===== src/rtl/axil_gpu_ctrl_regs_if.sv =====
// AXI-Lite bus bundle between the interconnect and the GPU control register block.
interface axil_gpu_ctrl_regs_if #(
    parameter int ADDR_WIDTH = 32,
    parameter int DATA_WIDTH = 32,
    parameter int STRB_WIDTH = 4
);
    logic [ADDR_WIDTH-1:0] awaddr;
    logic [2:0]            awprot;
    logic                  awvalid;
    logic                  awready;
    logic [DATA_WIDTH-1:0] wdata;
    logic [STRB_WIDTH-1:0] wstrb;
    logic                  wvalid;
    logic                  wready;
    logic [1:0]            bresp;
    logic                  bvalid;
    logic                  bready;
    logic [ADDR_WIDTH-1:0] araddr;
    logic [2:0]            arprot;
    logic                  arvalid;
    logic                  arready;
    logic [DATA_WIDTH-1:0] rdata;
    logic [1:0]            rresp;
    logic                  rvalid;
    logic                  rready;

    modport master (
        output awaddr, awprot, awvalid, wdata, wstrb, wvalid, bready,
        output araddr, arprot, arvalid, rready,
        input  awready, wready, bresp, bvalid, arready, rdata, rresp, rvalid
    );

    modport slave (
        input  awaddr, awprot, awvalid, wdata, wstrb, wvalid, bready,
        input  araddr, arprot, arvalid, rready,
        output awready, wready, bresp, bvalid, arready, rdata, rresp, rvalid
    );
endinterface


===== src/rtl/axil_gpu_ctrl_regs.sv =====
// GPU and display control registers behind an AXI-Lite slave; turns register writes
// into queued single-cycle draw/clear/swap command pulses.
module axil_gpu_ctrl_regs #(
    parameter int ADDR_WIDTH    = 32,
    parameter int DATA_WIDTH    = 32,
    parameter int STRB_WIDTH    = 4,
    parameter int REG_ADDR_BITS = 9
) (
    input  logic        clk,
    input  logic        rst,
    axil_gpu_ctrl_regs_if.slave s_axil,
    output logic [31:0] gpu_ctrl_address,
    output logic [15:0] gpu_ctrl_address_x,
    output logic [15:0] gpu_ctrl_address_y,
    output logic [15:0] gpu_ctrl_image_width,
    output logic [15:0] gpu_ctrl_width,
    output logic [15:0] gpu_ctrl_height,
    output logic [15:0] gpu_ctrl_x,
    output logic [15:0] gpu_ctrl_y,
    output logic [15:0] gpu_ctrl_clear_color,
    output logic        gpu_ctrl_draw,
    output logic        gpu_ctrl_clear,
    input  logic        gpu_busy,
    output logic        swap_buffers,
    output logic        is_vsynced,
    input  logic        hdmi_vsync
);
    localparam logic [REG_ADDR_BITS-1:0] OFF_ADDRESS     = REG_ADDR_BITS'('h000);
    localparam logic [REG_ADDR_BITS-1:0] OFF_ADDRESS_X   = REG_ADDR_BITS'('h004);
    localparam logic [REG_ADDR_BITS-1:0] OFF_ADDRESS_Y   = REG_ADDR_BITS'('h008);
    localparam logic [REG_ADDR_BITS-1:0] OFF_IMAGE_WIDTH = REG_ADDR_BITS'('h00C);
    localparam logic [REG_ADDR_BITS-1:0] OFF_WIDTH       = REG_ADDR_BITS'('h010);
    localparam logic [REG_ADDR_BITS-1:0] OFF_HEIGHT      = REG_ADDR_BITS'('h014);
    localparam logic [REG_ADDR_BITS-1:0] OFF_X           = REG_ADDR_BITS'('h018);
    localparam logic [REG_ADDR_BITS-1:0] OFF_Y           = REG_ADDR_BITS'('h01C);
    localparam logic [REG_ADDR_BITS-1:0] OFF_DRAW        = REG_ADDR_BITS'('h020);
    localparam logic [REG_ADDR_BITS-1:0] OFF_CLEAR_COLOR = REG_ADDR_BITS'('h024);
    localparam logic [REG_ADDR_BITS-1:0] OFF_CLEAR       = REG_ADDR_BITS'('h028);
    localparam logic [REG_ADDR_BITS-1:0] OFF_BUSY        = REG_ADDR_BITS'('h02C);
    localparam logic [REG_ADDR_BITS-1:0] OFF_SWAP        = REG_ADDR_BITS'('h100);
    localparam logic [REG_ADDR_BITS-1:0] OFF_VSYNC       = REG_ADDR_BITS'('h108);
    localparam logic [REG_ADDR_BITS-1:0] OFF_IS_VSYNCED  = REG_ADDR_BITS'('h10C);
    localparam logic [1:0] RESP_OKAY   = 2'b00;
    localparam logic [1:0] RESP_SLVERR = 2'b10;

    // Bus channel state
    logic                     aw_held_q, aw_held_d;
    logic [REG_ADDR_BITS-1:0] aw_off_q, aw_off_d;
    logic                     w_held_q, w_held_d;
    logic [31:0]              w_data_q, w_data_d;
    logic [3:0]               w_strb_q, w_strb_d;
    logic                     bvalid_q, bvalid_d;
    logic [1:0]               bresp_q, bresp_d;
    logic                     rvalid_q, rvalid_d;
    logic [31:0]              rdata_q, rdata_d;
    logic [1:0]               rresp_q, rresp_d;

    // Register file and command state
    logic [31:0] address_q, address_d;
    logic [15:0] address_x_q, address_x_d, address_y_q, address_y_d;
    logic [15:0] image_width_q, image_width_d, width_q, width_d, height_q, height_d;
    logic [15:0] x_q, x_d, y_q, y_d, clear_color_q, clear_color_d;
    logic        is_vsynced_q, is_vsynced_d;
    logic        draw_pending_q, draw_pending_d, clear_pending_q, clear_pending_d;
    logic        swap_pending_q, swap_pending_d;
    logic        draw_q, draw_d, clear_q, clear_d, swap_q, swap_d;
    logic        vsync_prev_q, vsync_prev_d;

    logic                     wr_fire, wr_go, wr_legal;
    logic                     draw_req, clear_req, swap_req;
    logic                     draw_issue, clear_issue, swap_issue, vsync_rise;
    logic                     busy_flag;
    logic [REG_ADDR_BITS-1:0] rd_off;

    assign s_axil.awready = !rst && !aw_held_q && !bvalid_q;
    assign s_axil.wready  = !rst && !w_held_q && !bvalid_q;
    assign s_axil.arready = !rst && !rvalid_q;
    assign s_axil.bvalid  = bvalid_q;
    assign s_axil.bresp   = bresp_q;
    assign s_axil.rvalid  = rvalid_q;
    assign s_axil.rdata   = rdata_q;
    assign s_axil.rresp   = rresp_q;

    // Both holding registers full means the write executes this cycle.
    assign wr_fire = aw_held_q && w_held_q;
    assign wr_go   = wr_fire && (w_strb_q == 4'hF);

    always_comb begin
        address_d     = address_q;
        address_x_d   = address_x_q;
        address_y_d   = address_y_q;
        image_width_d = image_width_q;
        width_d       = width_q;
        height_d      = height_q;
        x_d           = x_q;
        y_d           = y_q;
        clear_color_d = clear_color_q;
        is_vsynced_d  = is_vsynced_q;
        draw_req      = 1'b0;
        clear_req     = 1'b0;
        swap_req      = 1'b0;
        wr_legal      = 1'b1;
        case (aw_off_q)
            OFF_ADDRESS:     if (wr_go) address_d     = w_data_q;
            OFF_ADDRESS_X:   if (wr_go) address_x_d   = w_data_q[15:0];
            OFF_ADDRESS_Y:   if (wr_go) address_y_d   = w_data_q[15:0];
            OFF_IMAGE_WIDTH: if (wr_go) image_width_d = w_data_q[15:0];
            OFF_WIDTH:       if (wr_go) width_d       = w_data_q[15:0];
            OFF_HEIGHT:      if (wr_go) height_d      = w_data_q[15:0];
            OFF_X:           if (wr_go) x_d           = w_data_q[15:0];
            OFF_Y:           if (wr_go) y_d           = w_data_q[15:0];
            OFF_CLEAR_COLOR: if (wr_go) clear_color_d = w_data_q[15:0];
            OFF_IS_VSYNCED:  if (wr_go) is_vsynced_d  = w_data_q[0];
            OFF_DRAW:        draw_req  = wr_go && w_data_q[0];
            OFF_CLEAR:       clear_req = wr_go && w_data_q[0];
            OFF_SWAP:        swap_req  = wr_go && w_data_q[0];
            default:         wr_legal  = 1'b0;
        endcase
    end

    always_comb begin
        aw_held_d = aw_held_q;
        aw_off_d  = aw_off_q;
        w_held_d  = w_held_q;
        w_data_d  = w_data_q;
        w_strb_d  = w_strb_q;
        bvalid_d  = bvalid_q;
        bresp_d   = bresp_q;
        if (s_axil.awvalid && s_axil.awready) begin
            aw_held_d = 1'b1;
            aw_off_d  = {s_axil.awaddr[REG_ADDR_BITS-1:2], 2'b00};
        end
        if (s_axil.wvalid && s_axil.wready) begin
            w_held_d = 1'b1;
            w_data_d = s_axil.wdata;
            w_strb_d = s_axil.wstrb;
        end
        if (wr_fire) begin
            aw_held_d = 1'b0;
            w_held_d  = 1'b0;
            bvalid_d  = 1'b1;
            bresp_d   = (wr_go && wr_legal) ? RESP_OKAY : RESP_SLVERR;
        end else if (bvalid_q && s_axil.bready) begin
            bvalid_d = 1'b0;
        end
    end

    // Clear wins over draw; draw also waits out the cycle the clear pulse is visible.
    assign vsync_rise  = hdmi_vsync && !vsync_prev_q;
    assign clear_issue = clear_pending_q && !gpu_busy;
    assign draw_issue  = draw_pending_q && !gpu_busy && !clear_pending_q && !clear_q;
    assign swap_issue  = swap_pending_q && (!is_vsynced_q || vsync_rise);
    assign busy_flag   = gpu_busy || draw_pending_q || clear_pending_q || swap_pending_q;

    always_comb begin
        draw_pending_d  = draw_req  ? 1'b1 : (draw_issue  ? 1'b0 : draw_pending_q);
        clear_pending_d = clear_req ? 1'b1 : (clear_issue ? 1'b0 : clear_pending_q);
        swap_pending_d  = swap_req  ? 1'b1 : (swap_issue  ? 1'b0 : swap_pending_q);
        draw_d          = draw_issue;
        clear_d         = clear_issue;
        swap_d          = swap_issue;
        vsync_prev_d    = hdmi_vsync;
    end

    assign rd_off = {s_axil.araddr[REG_ADDR_BITS-1:2], 2'b00};

    always_comb begin
        rvalid_d = rvalid_q;
        rdata_d  = rdata_q;
        rresp_d  = rresp_q;
        if (s_axil.arvalid && s_axil.arready) begin
            rvalid_d = 1'b1;
            rresp_d  = RESP_OKAY;
            case (rd_off)
                OFF_ADDRESS:     rdata_d = address_q;
                OFF_ADDRESS_X:   rdata_d = {16'h0, address_x_q};
                OFF_ADDRESS_Y:   rdata_d = {16'h0, address_y_q};
                OFF_IMAGE_WIDTH: rdata_d = {16'h0, image_width_q};
                OFF_WIDTH:       rdata_d = {16'h0, width_q};
                OFF_HEIGHT:      rdata_d = {16'h0, height_q};
                OFF_X:           rdata_d = {16'h0, x_q};
                OFF_Y:           rdata_d = {16'h0, y_q};
                OFF_CLEAR_COLOR: rdata_d = {16'h0, clear_color_q};
                OFF_BUSY:        rdata_d = {31'h0, busy_flag};
                OFF_VSYNC:       rdata_d = {31'h0, hdmi_vsync};
                OFF_IS_VSYNCED:  rdata_d = {31'h0, is_vsynced_q};
                default: begin
                    rdata_d = 32'h0;
                    rresp_d = RESP_SLVERR;
                end
            endcase
        end else if (rvalid_q && s_axil.rready) begin
            rvalid_d = 1'b0;
        end
    end

    always_ff @(posedge clk) begin
        if (rst) begin
            aw_held_q       <= 1'b0;
            aw_off_q        <= '0;
            w_held_q        <= 1'b0;
            w_data_q        <= '0;
            w_strb_q        <= '0;
            bvalid_q        <= 1'b0;
            bresp_q         <= '0;
            rvalid_q        <= 1'b0;
            rdata_q         <= '0;
            rresp_q         <= '0;
            address_q       <= '0;
            address_x_q     <= '0;
            address_y_q     <= '0;
            image_width_q   <= '0;
            width_q         <= '0;
            height_q        <= '0;
            x_q             <= '0;
            y_q             <= '0;
            clear_color_q   <= '0;
            is_vsynced_q    <= 1'b0;
            draw_pending_q  <= 1'b0;
            clear_pending_q <= 1'b0;
            swap_pending_q  <= 1'b0;
            draw_q          <= 1'b0;
            clear_q         <= 1'b0;
            swap_q          <= 1'b0;
            vsync_prev_q    <= 1'b0;
        end else begin
            aw_held_q       <= aw_held_d;
            aw_off_q        <= aw_off_d;
            w_held_q        <= w_held_d;
            w_data_q        <= w_data_d;
            w_strb_q        <= w_strb_d;
            bvalid_q        <= bvalid_d;
            bresp_q         <= bresp_d;
            rvalid_q        <= rvalid_d;
            rdata_q         <= rdata_d;
            rresp_q         <= rresp_d;
            address_q       <= address_d;
            address_x_q     <= address_x_d;
            address_y_q     <= address_y_d;
            image_width_q   <= image_width_d;
            width_q         <= width_d;
            height_q        <= height_d;
            x_q             <= x_d;
            y_q             <= y_d;
            clear_color_q   <= clear_color_d;
            is_vsynced_q    <= is_vsynced_d;
            draw_pending_q  <= draw_pending_d;
            clear_pending_q <= clear_pending_d;
            swap_pending_q  <= swap_pending_d;
            draw_q          <= draw_d;
            clear_q         <= clear_d;
            swap_q          <= swap_d;
            vsync_prev_q    <= vsync_prev_d;
        end
    end

    assign gpu_ctrl_address     = address_q;
    assign gpu_ctrl_address_x   = address_x_q;
    assign gpu_ctrl_address_y   = address_y_q;
    assign gpu_ctrl_image_width = image_width_q;
    assign gpu_ctrl_width       = width_q;
    assign gpu_ctrl_height      = height_q;
    assign gpu_ctrl_x           = x_q;
    assign gpu_ctrl_y           = y_q;
    assign gpu_ctrl_clear_color = clear_color_q;
    assign gpu_ctrl_draw        = draw_q;
    assign gpu_ctrl_clear       = clear_q;
    assign swap_buffers         = swap_q;
    assign is_vsynced           = is_vsynced_q;

    // Protection bits, byte-lane bits and alias bits above the decoded window are ignored.
    logic unused_bits;
    assign unused_bits = ^{s_axil.awprot, s_axil.arprot,
                           s_axil.awaddr[ADDR_WIDTH-1:REG_ADDR_BITS], s_axil.awaddr[1:0],
                           s_axil.araddr[ADDR_WIDTH-1:REG_ADDR_BITS], s_axil.araddr[1:0]};
endmodule


===== src/flat_wrapper.sv =====
// flat-port wrapper written by rule: the top's interface ports become plain ports
module axil_gpu_ctrl_regs_flat 
#(
    parameter int ADDR_WIDTH    = 32,
    parameter int DATA_WIDTH    = 32,
    parameter int STRB_WIDTH    = 4,
    parameter int REG_ADDR_BITS = 9
)
  (clk, rst, gpu_ctrl_address, gpu_ctrl_address_x, gpu_ctrl_address_y, gpu_ctrl_image_width, gpu_ctrl_width, gpu_ctrl_height, gpu_ctrl_x, gpu_ctrl_y, gpu_ctrl_clear_color, gpu_ctrl_draw, gpu_ctrl_clear, gpu_busy, swap_buffers, is_vsynced, hdmi_vsync, s_axil_awaddr, s_axil_awprot, s_axil_awvalid, s_axil_wdata, s_axil_wstrb, s_axil_wvalid, s_axil_bready, s_axil_araddr, s_axil_arprot, s_axil_arvalid, s_axil_rready, s_axil_awready, s_axil_wready, s_axil_bresp, s_axil_bvalid, s_axil_arready, s_axil_rdata, s_axil_rresp, s_axil_rvalid);
  axil_gpu_ctrl_regs_if #(.ADDR_WIDTH(ADDR_WIDTH), .DATA_WIDTH(DATA_WIDTH), .STRB_WIDTH(STRB_WIDTH)) s_axil_i ();
  input  logic clk;
  input  logic rst;
  output logic [31:0] gpu_ctrl_address;
  output logic [15:0] gpu_ctrl_address_x;
  output logic [15:0] gpu_ctrl_address_y;
  output logic [15:0] gpu_ctrl_image_width;
  output logic [15:0] gpu_ctrl_width;
  output logic [15:0] gpu_ctrl_height;
  output logic [15:0] gpu_ctrl_x;
  output logic [15:0] gpu_ctrl_y;
  output logic [15:0] gpu_ctrl_clear_color;
  output logic gpu_ctrl_draw;
  output logic gpu_ctrl_clear;
  input  logic gpu_busy;
  output logic swap_buffers;
  output logic is_vsynced;
  input  logic hdmi_vsync;
  input wire logic [$bits(s_axil_i.awaddr)-1:0] s_axil_awaddr;
  input wire logic [$bits(s_axil_i.awprot)-1:0] s_axil_awprot;
  input wire logic [$bits(s_axil_i.awvalid)-1:0] s_axil_awvalid;
  input wire logic [$bits(s_axil_i.wdata)-1:0] s_axil_wdata;
  input wire logic [$bits(s_axil_i.wstrb)-1:0] s_axil_wstrb;
  input wire logic [$bits(s_axil_i.wvalid)-1:0] s_axil_wvalid;
  input wire logic [$bits(s_axil_i.bready)-1:0] s_axil_bready;
  input wire logic [$bits(s_axil_i.araddr)-1:0] s_axil_araddr;
  input wire logic [$bits(s_axil_i.arprot)-1:0] s_axil_arprot;
  input wire logic [$bits(s_axil_i.arvalid)-1:0] s_axil_arvalid;
  input wire logic [$bits(s_axil_i.rready)-1:0] s_axil_rready;
  output wire logic [$bits(s_axil_i.awready)-1:0] s_axil_awready;
  output wire logic [$bits(s_axil_i.wready)-1:0] s_axil_wready;
  output wire logic [$bits(s_axil_i.bresp)-1:0] s_axil_bresp;
  output wire logic [$bits(s_axil_i.bvalid)-1:0] s_axil_bvalid;
  output wire logic [$bits(s_axil_i.arready)-1:0] s_axil_arready;
  output wire logic [$bits(s_axil_i.rdata)-1:0] s_axil_rdata;
  output wire logic [$bits(s_axil_i.rresp)-1:0] s_axil_rresp;
  output wire logic [$bits(s_axil_i.rvalid)-1:0] s_axil_rvalid;
  assign s_axil_i.awaddr = s_axil_awaddr;
  assign s_axil_i.awprot = s_axil_awprot;
  assign s_axil_i.awvalid = s_axil_awvalid;
  assign s_axil_i.wdata = s_axil_wdata;
  assign s_axil_i.wstrb = s_axil_wstrb;
  assign s_axil_i.wvalid = s_axil_wvalid;
  assign s_axil_i.bready = s_axil_bready;
  assign s_axil_i.araddr = s_axil_araddr;
  assign s_axil_i.arprot = s_axil_arprot;
  assign s_axil_i.arvalid = s_axil_arvalid;
  assign s_axil_i.rready = s_axil_rready;
  assign s_axil_awready = s_axil_i.awready;
  assign s_axil_wready = s_axil_i.wready;
  assign s_axil_bresp = s_axil_i.bresp;
  assign s_axil_bvalid = s_axil_i.bvalid;
  assign s_axil_arready = s_axil_i.arready;
  assign s_axil_rdata = s_axil_i.rdata;
  assign s_axil_rresp = s_axil_i.rresp;
  assign s_axil_rvalid = s_axil_i.rvalid;
  axil_gpu_ctrl_regs #(.ADDR_WIDTH(ADDR_WIDTH), .DATA_WIDTH(DATA_WIDTH), .STRB_WIDTH(STRB_WIDTH), .REG_ADDR_BITS(REG_ADDR_BITS)) u_core (.clk(clk), .rst(rst), .s_axil(s_axil_i), .gpu_ctrl_address(gpu_ctrl_address), .gpu_ctrl_address_x(gpu_ctrl_address_x), .gpu_ctrl_address_y(gpu_ctrl_address_y), .gpu_ctrl_image_width(gpu_ctrl_image_width), .gpu_ctrl_width(gpu_ctrl_width), .gpu_ctrl_height(gpu_ctrl_height), .gpu_ctrl_x(gpu_ctrl_x), .gpu_ctrl_y(gpu_ctrl_y), .gpu_ctrl_clear_color(gpu_ctrl_clear_color), .gpu_ctrl_draw(gpu_ctrl_draw), .gpu_ctrl_clear(gpu_ctrl_clear), .gpu_busy(gpu_busy), .swap_buffers(swap_buffers), .is_vsynced(is_vsynced), .hdmi_vsync(hdmi_vsync));
endmodule

===== config.mk =====
export PLATFORM = sky130hd
export DESIGN_NAME = axil_gpu_ctrl_regs_flat
export DESIGN_NICKNAME = d
export VERILOG_FILES = /design/src/rtl/axil_gpu_ctrl_regs_if.sv /design/src/rtl/axil_gpu_ctrl_regs.sv /design/src/flat_wrapper.sv
export SDC_FILE = /design/constraint.sdc
export NUM_CORES = 1
export LEC_CHECK = 0
export BUFFER_PORTS_ARGS = -buffer_cell sky130_fd_sc_hd__buf_2
export CAP_MARGIN = 20
export CELL_PAD_IN_SITES_DETAIL_PLACEMENT = 1
export CELL_PAD_IN_SITES_GLOBAL_PLACEMENT = 1
export CORE_ASPECT_RATIO = 1.5
export CORE_MARGIN = 3
export CORE_UTILIZATION = 41
export DETAILED_ROUTE_END_ITERATION = 16
export PLACE_DENSITY = 0.88
export SETUP_SLACK_MARGIN = 0.4
export SLEW_MARGIN = 0
export SYNTH_ARGS = -nofsm -noshare
export SYNTH_HDL_FRONTEND = slang
export SYNTH_SLANG_ARGS = --single-unit

===== constraint.sdc =====
create_clock -name clk -period 6.05 [get_ports clk]
set_clock_uncertainty 0.1 [all_clocks]
set_input_delay 0.3025 -clock clk [delete_from_list [all_inputs] [get_ports clk]]
set_output_delay 0.3025 -clock clk [all_outputs]
set_load 0.005 [all_outputs]

==> results.yml, run 1 <==
outcome:
  status: "complete, no violations"
cts:
  tritoncts: "done"
  clk_pin_slew_ns: 0.06
  cts_root_buffer: "clkbuf_16"
  cts_buffers: 26
  clockBufferDepth: 3
  worstSkewPairLatency_ns: 0.53
  postCtsSetupBuffers: 0
  ctsHtreeMaxLevel: 1
  cts_sinks: 249
yosys:
  yosysWarnings: 0
  synthFlopType: "dfxtp_1"
  ys_seq_area_share_pct: 45.8
  synth.largest_area_cell: "dfxtp_1"
  synthTopCellsByCount: "dfxtp_1 (249), nand2_1 (203), a21oi_1 (145), nand3_1 (95), mux2i_1 (81)"
  syn_area_mm2: 0.0109
  synth_edf_count: 0
  async_flop_share_pct: 0
  synth.distinct_cells: 53
  avgSynthCellArea_um2: 8.79
  synth_cells: 1239
  yosysMostFrequentCell: "dfxtp_1"
  synth_seq_cells: 249
  synth_top_area_share_pct: 45.8
  ys_top_cells_by_area: "dfxtp_1 (46%), mux2i_1 (7.4%), nand2_1 (7.0%), a21oi_1 (6.7%), nand3_1 (4.4%)"
routing:
  drtAntennaViolNets: 0
  drt-wirelength-per-cell_um: 22.7
  drt_iter0_drc: 598
  drc: 0
  wirelength_um: 41500
  first_pass_iters: 5
  routed-via-count: 10794
  vias_per_cell: 5.90
sta:
  rsz0062_at_grt: "no"
  slew_headroom_pct: 26.7
  tightestPinTransition_ns: 1.10
  setup_tns_ns: 0
  setup_ws_ns: 3.34
  period_needed_ns: 2.71
  drv_slew: 0
  max_freq_mhz: 368
  final-setup-viol-count: 0
  fin_crit_sh_pct: 44.9
  hold_viol: 0
flow_run:
  cap_violations: 0
place:
  io_buffers: 261
  placed_cells_incl_taps: 1733
  pre_cts_slack_ns: 3.38
  gp_congestion: 0.898
  place.detailed.hpwl_um: 27600
floorplan:
  rows: 72
  ios: 320
  die_area_mm2: 0.0286
  die_h_um: 206
  die_x_um: 139
  core_mm2: 0.0259
  start_util_pct: 42.0
layout:
  postLayoutCoreUtil_pct: 52.4
  stdcell_count: 1828
  area_growth_pct: 24.9
  final_nets: 1592
  drive_gt1_share_pct: 26.0
pwr:
  p_seq_share_pct: 47.0
  combPwrFrac_pct: 5.9
  p_int_mw: 2.73
  p_clk_share_pct: 47.1
  switching_share_pct: 23.4
  power_mw: 3.57
  p_switching_uw: 836
  p_per_area_mw_per_mm2: 262
  irDropWorstVdd_mv: 0.200
  p_leak_nw: 5.68
min_path:
  hold_path.class: "input port to flip-flop"
grt:
  overflow: 0
  first_global_vias: 11440
  grt_antenna_before_repair: 1
  grt_max_degree: 98
  grt_pass1_wl_um: 64700
  grt_usage_pct: 27.9
critical_path:
  startpoint_type: "flip-flop"
  cpLargestDelayFamily: "simple AND/OR/NAND/NOR gates"
  slowest_delay_ns: 0.83
  worstPathRequired_ns: 6.36
  critPathKind: "flip-flop to flip-flop"
  cp_slowest_cell: "nand4_2"
  end_kind: "flip-flop"
  worstPathArrival_ns: 3.03
  crit_fanout: 34
  crit_buf_inv: 0
  cp_cell_sequence: "nor2_4, nand4_2, mux2i_1"
==> logic make-up after synthesis <==
logic type	share of synthesized area (%)
compound gates	17.1
buf+inv	5.90
flops	45.8
mux	10.9
other cells	0.0344
simple gates	20.3
==> cell usage in the layout, fill, tap and decap left out, types with 7 or more instances in the layout <==
master / instances
dfxtp_1: 249
a221oi_1: 15
o221ai_1: 15
nor2_1: 9
nand3_1: 95
mux2_2: 31
clkbuf_16: 27
o21ai_0: 22
buf_4: 20
or3b_2: 15
a211oi_1: 17
or4bb_1: 15
a22o_1: 16
o211ai_1: 17
nand4b_1: 16
nand2_1: 203
o21ai_1: 62
buf_2: 260
a21oi_1: 145
dlygate4sd3_1: 48
nor3_1: 18
inv_1: 17
mux2i_1: 81
nand2b_1: 7
==> registers in the layout, indices dropped and copies added, names as in the netlist, 16 cells and up <==
name	cells
u_core.gpu_ctrl_address	32
u_core.gpu_ctrl_y	16
u_core.gpu_ctrl_clear_color	16
u_core.gpu_ctrl_x	16
u_core.gpu_ctrl_width	16
u_core.gpu_ctrl_height	16
u_core.gpu_ctrl_address_y	16
u_core.gpu_ctrl_image_width	16
u_core.gpu_ctrl_address_x	16
u_core.w_data_q	32
u_core.s_axil.rdata	32
==> power by group through the flow <==
stage          registers, mW  clock network [mW]  logic, mW
2_1_floorplan           1.71                   0      0.116
3_3_place_gp            1.71                   0      0.173
3_5_place_dp            1.71                   0      0.179
4_1_cts                 1.68                1.70      0.203
5_1_grt                 1.68                1.77      0.228
6_report                1.68                1.68      0.211
==> layer usage <==
layer	vias up	GRT usage, %	wire length [um]
li1	4907	-	-
met1	5363	32.1	16000
met2	414	50.3	21000
met3	110	5.00	2510
met4	0	12.6	1950
met5	-	0	0
==> worst register-to-register path, stage by stage, from the launching register on <==
cell     delay, ns
dfxtp_1       0.39
nor2_4        0.78
nand4_2       0.83
mux2i_1       0.50
==> cell type report <==
type / count / area [um2]
clock buffer: 35 / 766
tap: 333 / 417
inverter: 18 / 67.6
fill: 3071 / 12300
antenna: 1 / 2.50
clock inverter: 10 / 128
timing repair buffer: 329 / 1940
sequential: 249 / 4980
multi-input combinational: 853 / 5300
==> worst paths after layout <==
path / start / end / slack (ns) / cells after the start
worst max-delay path: u_core.aw_off_q[2]$_SDFFE_PP0P_ / u_core.gpu_ctrl_width[4]$_SDFFE_PP0P_ / 3.34 / 3
worst min-delay path: rst / u_core.aw_off_q[7]$_SDFFE_PP0P_ / 0.15 / 2
worst max register to register: u_core.aw_off_q[2]$_SDFFE_PP0P_ / u_core.gpu_ctrl_width[4]$_SDFFE_PP0P_ / 3.34 / 3
worst min register to register: u_core.w_data_q[31]$_SDFFE_PP0P_ / u_core.w_data_q[31]$_SDFFE_PP0P_ / 0.36 / 2
==> repair_timing <==
item	4_1_cts	5_1_grt
gates resized for setup	0	0
hold buffers	48	0
endpoints found under the hold margin	48	0
==> stage by stage <==
step	hold slack (ns)	area, um2
finish	0.150	13600
global route	0.150	13600
CTS	0.117	13600
detailed placement	0.347	12200
global placement	0.342	12200
floorplan	0.279	10900
Power figures use the tool's default switching activity.
==> inputs of run 2 (changes only) <==
CORE_UTILIZATION = 34   (was 41)
PLACE_DENSITY = 0.78   (was 0.88)
clock period = 2.3 ns   (was 6.05 ns; I/O delays follow)
==> results.yml, run 2 (synthesized netlist as in run 1, its figures left out) <==
critical_path:
  end_kind: "flip-flop"
  worstPathRequired_ns: 2.59
  crit_fanout: 64
  cp_slowest_cell: "or4_4"
  critPathKind: "flip-flop to flip-flop"
  worstPathArrival_ns: 2.49
  slowest_delay_ns: 0.55
  cp_cell_sequence: "or4_4, or4_4, buf_12, o21ai_0, a21oi_1"
  startpoint_type: "flip-flop"
  crit_top_cell: "or4_4"
routing:
  drtAntennaViolNets: 0
  drc: 0
  vias_per_cell: 5.59
  routed-via-count: 10780
  drt_iter0_drc: 680
  drt-wirelength-per-cell_um: 22.5
  first_pass_iters: 5
  wirelength_um: 43400
pwr:
  p_switching_mw: 2.34
  power_mw: 9.80
  combPwrFrac_pct: 6.1
  switching_share_pct: 23.9
  p_seq_share_pct: 45.1
  p_int_mw: 7.46
  p_per_area_mw_per_mm2: 692
  p_leak_nw: 5.89
  irDropWorstVdd_mv: 0.486
  p_clk_share_pct: 48.9
floorplan:
  core_mm2: 0.0313
  rows: 79
  die_x_um: 152
  die_area_mm2: 0.0343
  start_util_pct: 34.8
  ios: 320
  die_h_um: 225
grt:
  first_global_vias: 11077
  overflow: 0
  grt_max_degree: 85
  grt_antenna_before_repair: 0
  grt_pass1_wl_um: 64200
  grt_usage_pct: 23.1
layout:
  final_common_cell: "buf_2"
  stdcell_count: 1928
  nFillCells: 3699
  final_cell_mix: "buf_2 (260), dfxtp_1 (245), nand2_1 (202)"
  area_growth_pct: 30.0
  final_nets: 1619
  drive_gt1_share_pct: 27.9
  diodes: 0
  multiInputGateArea_mm2: 0.00535
  seqCellArea_mm2: 0.00499
cts:
  cts_sinks: 249
  tritoncts: "done"
  cts_root_buffer: "clkbuf_16"
  worstSkewPairLatency_ns: 0.55
  ctsHtreeMaxLevel: 1
  clockBufferDepth: 3
  clk_pin_slew_ns: 0.07
  cts_buffers: 27
sta:
  hold_viol: 0
  slew_headroom_pct: 23.7
  period_needed_ns: 2.19
  tightestPinTransition_ns: 1.14
  rsz0062_at_grt: "yes"
  max_freq_mhz: 456
  final-setup-viol-count: 0
  fin_crit_sh_pct: 95.4
  setup_tns_ns: 0
  drv_slew: 0
min_path:
  hold_path.class: "input port to flip-flop"
place:
  io_buffers: 261
  gp_congestion: 0.888
  placed_cells_incl_taps: 1821
  place.detailed.hpwl_um: 28900
outcome:
  status: "complete, no violations"
flow_run:
  cap_violations: 0
-- run 2: cell types whose count changed in the layout (fill, tap and decap cells not counted), sizes merged --
cell	before	now
inv	18	19
clkinv	6	5
diode	1	0
clkinvlp	1	4
dlygate4sd3	48	53
bufinv	3	6
buf	281	299
clkbuf	35	34
nor2	11	12
-- run 2: path summary, 6_finish.rpt --
| path | cells past startpoint | slack, ns | end | from |
|---|---|---|---|---|
| worst min-delay path | 5 | 0.02 | u_core.s_axil.rdata[0]$_SDFFE_PP0P_ | s_axil_araddr[6] |
| worst min register to register | 2 | 0.36 | u_core.gpu_ctrl_address[23]$_SDFFE_PP0P_ | u_core.w_data_q[23]$_SDFFE_PP0P_ |
| worst max register to register | 5 | 0.11 | u_core.gpu_ctrl_address[0]$_SDFFE_PP0P_ | u_core.aw_off_q[5]$_SDFFE_PP0P_ |
| worst max-delay path | 5 | 0.11 | u_core.gpu_ctrl_address[0]$_SDFFE_PP0P_ | u_core.aw_off_q[5]$_SDFFE_PP0P_ |
-- run 2: what timing repair did --
action | in CTS | in global routing
hold endpoints to repair | 61 | 0
gates cloned | 0 | 3
resized for setup | 2 | 17
endpoints found under the setup margin | 75 | 133
hold buffers | 53 | 0
buffers inserted | 1 | 2
pin swaps | 1 | 3
-- run 2: power groups by stage --
stage | Combinational [mW] | Sequential, mW | Clock (mW)
CTS | 0.574 | 4.41 | 4.86
detailed placement | 0.503 | 4.51 | 0
floorplan | 0.306 | 4.49 | 0
global route | 0.641 | 4.42 | 5.04
global placement | 0.490 | 4.50 | 0
finish | 0.595 | 4.42 | 4.79
-- run 2: per-stage QoR --
step                      setup WS, ns  area, um2  utilization (%)  hold slack (ns)
after floorplan                  0.337      10900                -           0.0911
after global placement           0.198      12500             40.0            0.229
after detailed placement         0.181      12500             40.0            0.234
after CTS                        0.178      14000             44.8         0.000325
after global routing            0.0735      14200             45.2           0.0284
final                            0.105      14200             45.2           0.0196
-- run 2: critical path: cells and delay by family, from the launching register on --
| kind | cells | cell delay (ns) |
|---|---|---|
| AO/OA/AOI/OAI | 2 | 0.32 |
| flip-flops | 1 | 0.37 |
| buffers and inverters | 1 | 0.20 |
| AND/OR/NAND/NOR | 2 | 1.00 |
-- run 2: cell type report --
class	count	area share (%)
timing repair buffer	354	16.2
inverter	18	0.477
clock buffer	32	5.05
tap	405	3.58
clock inverter	16	1.74
multi-input combinational	854	37.8
sequential	249	35.2
-- run 2: metal layers --
layer / share of wire [%] / track usage, %
met5: 0 / 0
met1: 38 / 26.5
met4: 5.8 / 12.0
met2: 50 / 40.8
met3: 5.8 / 4.42
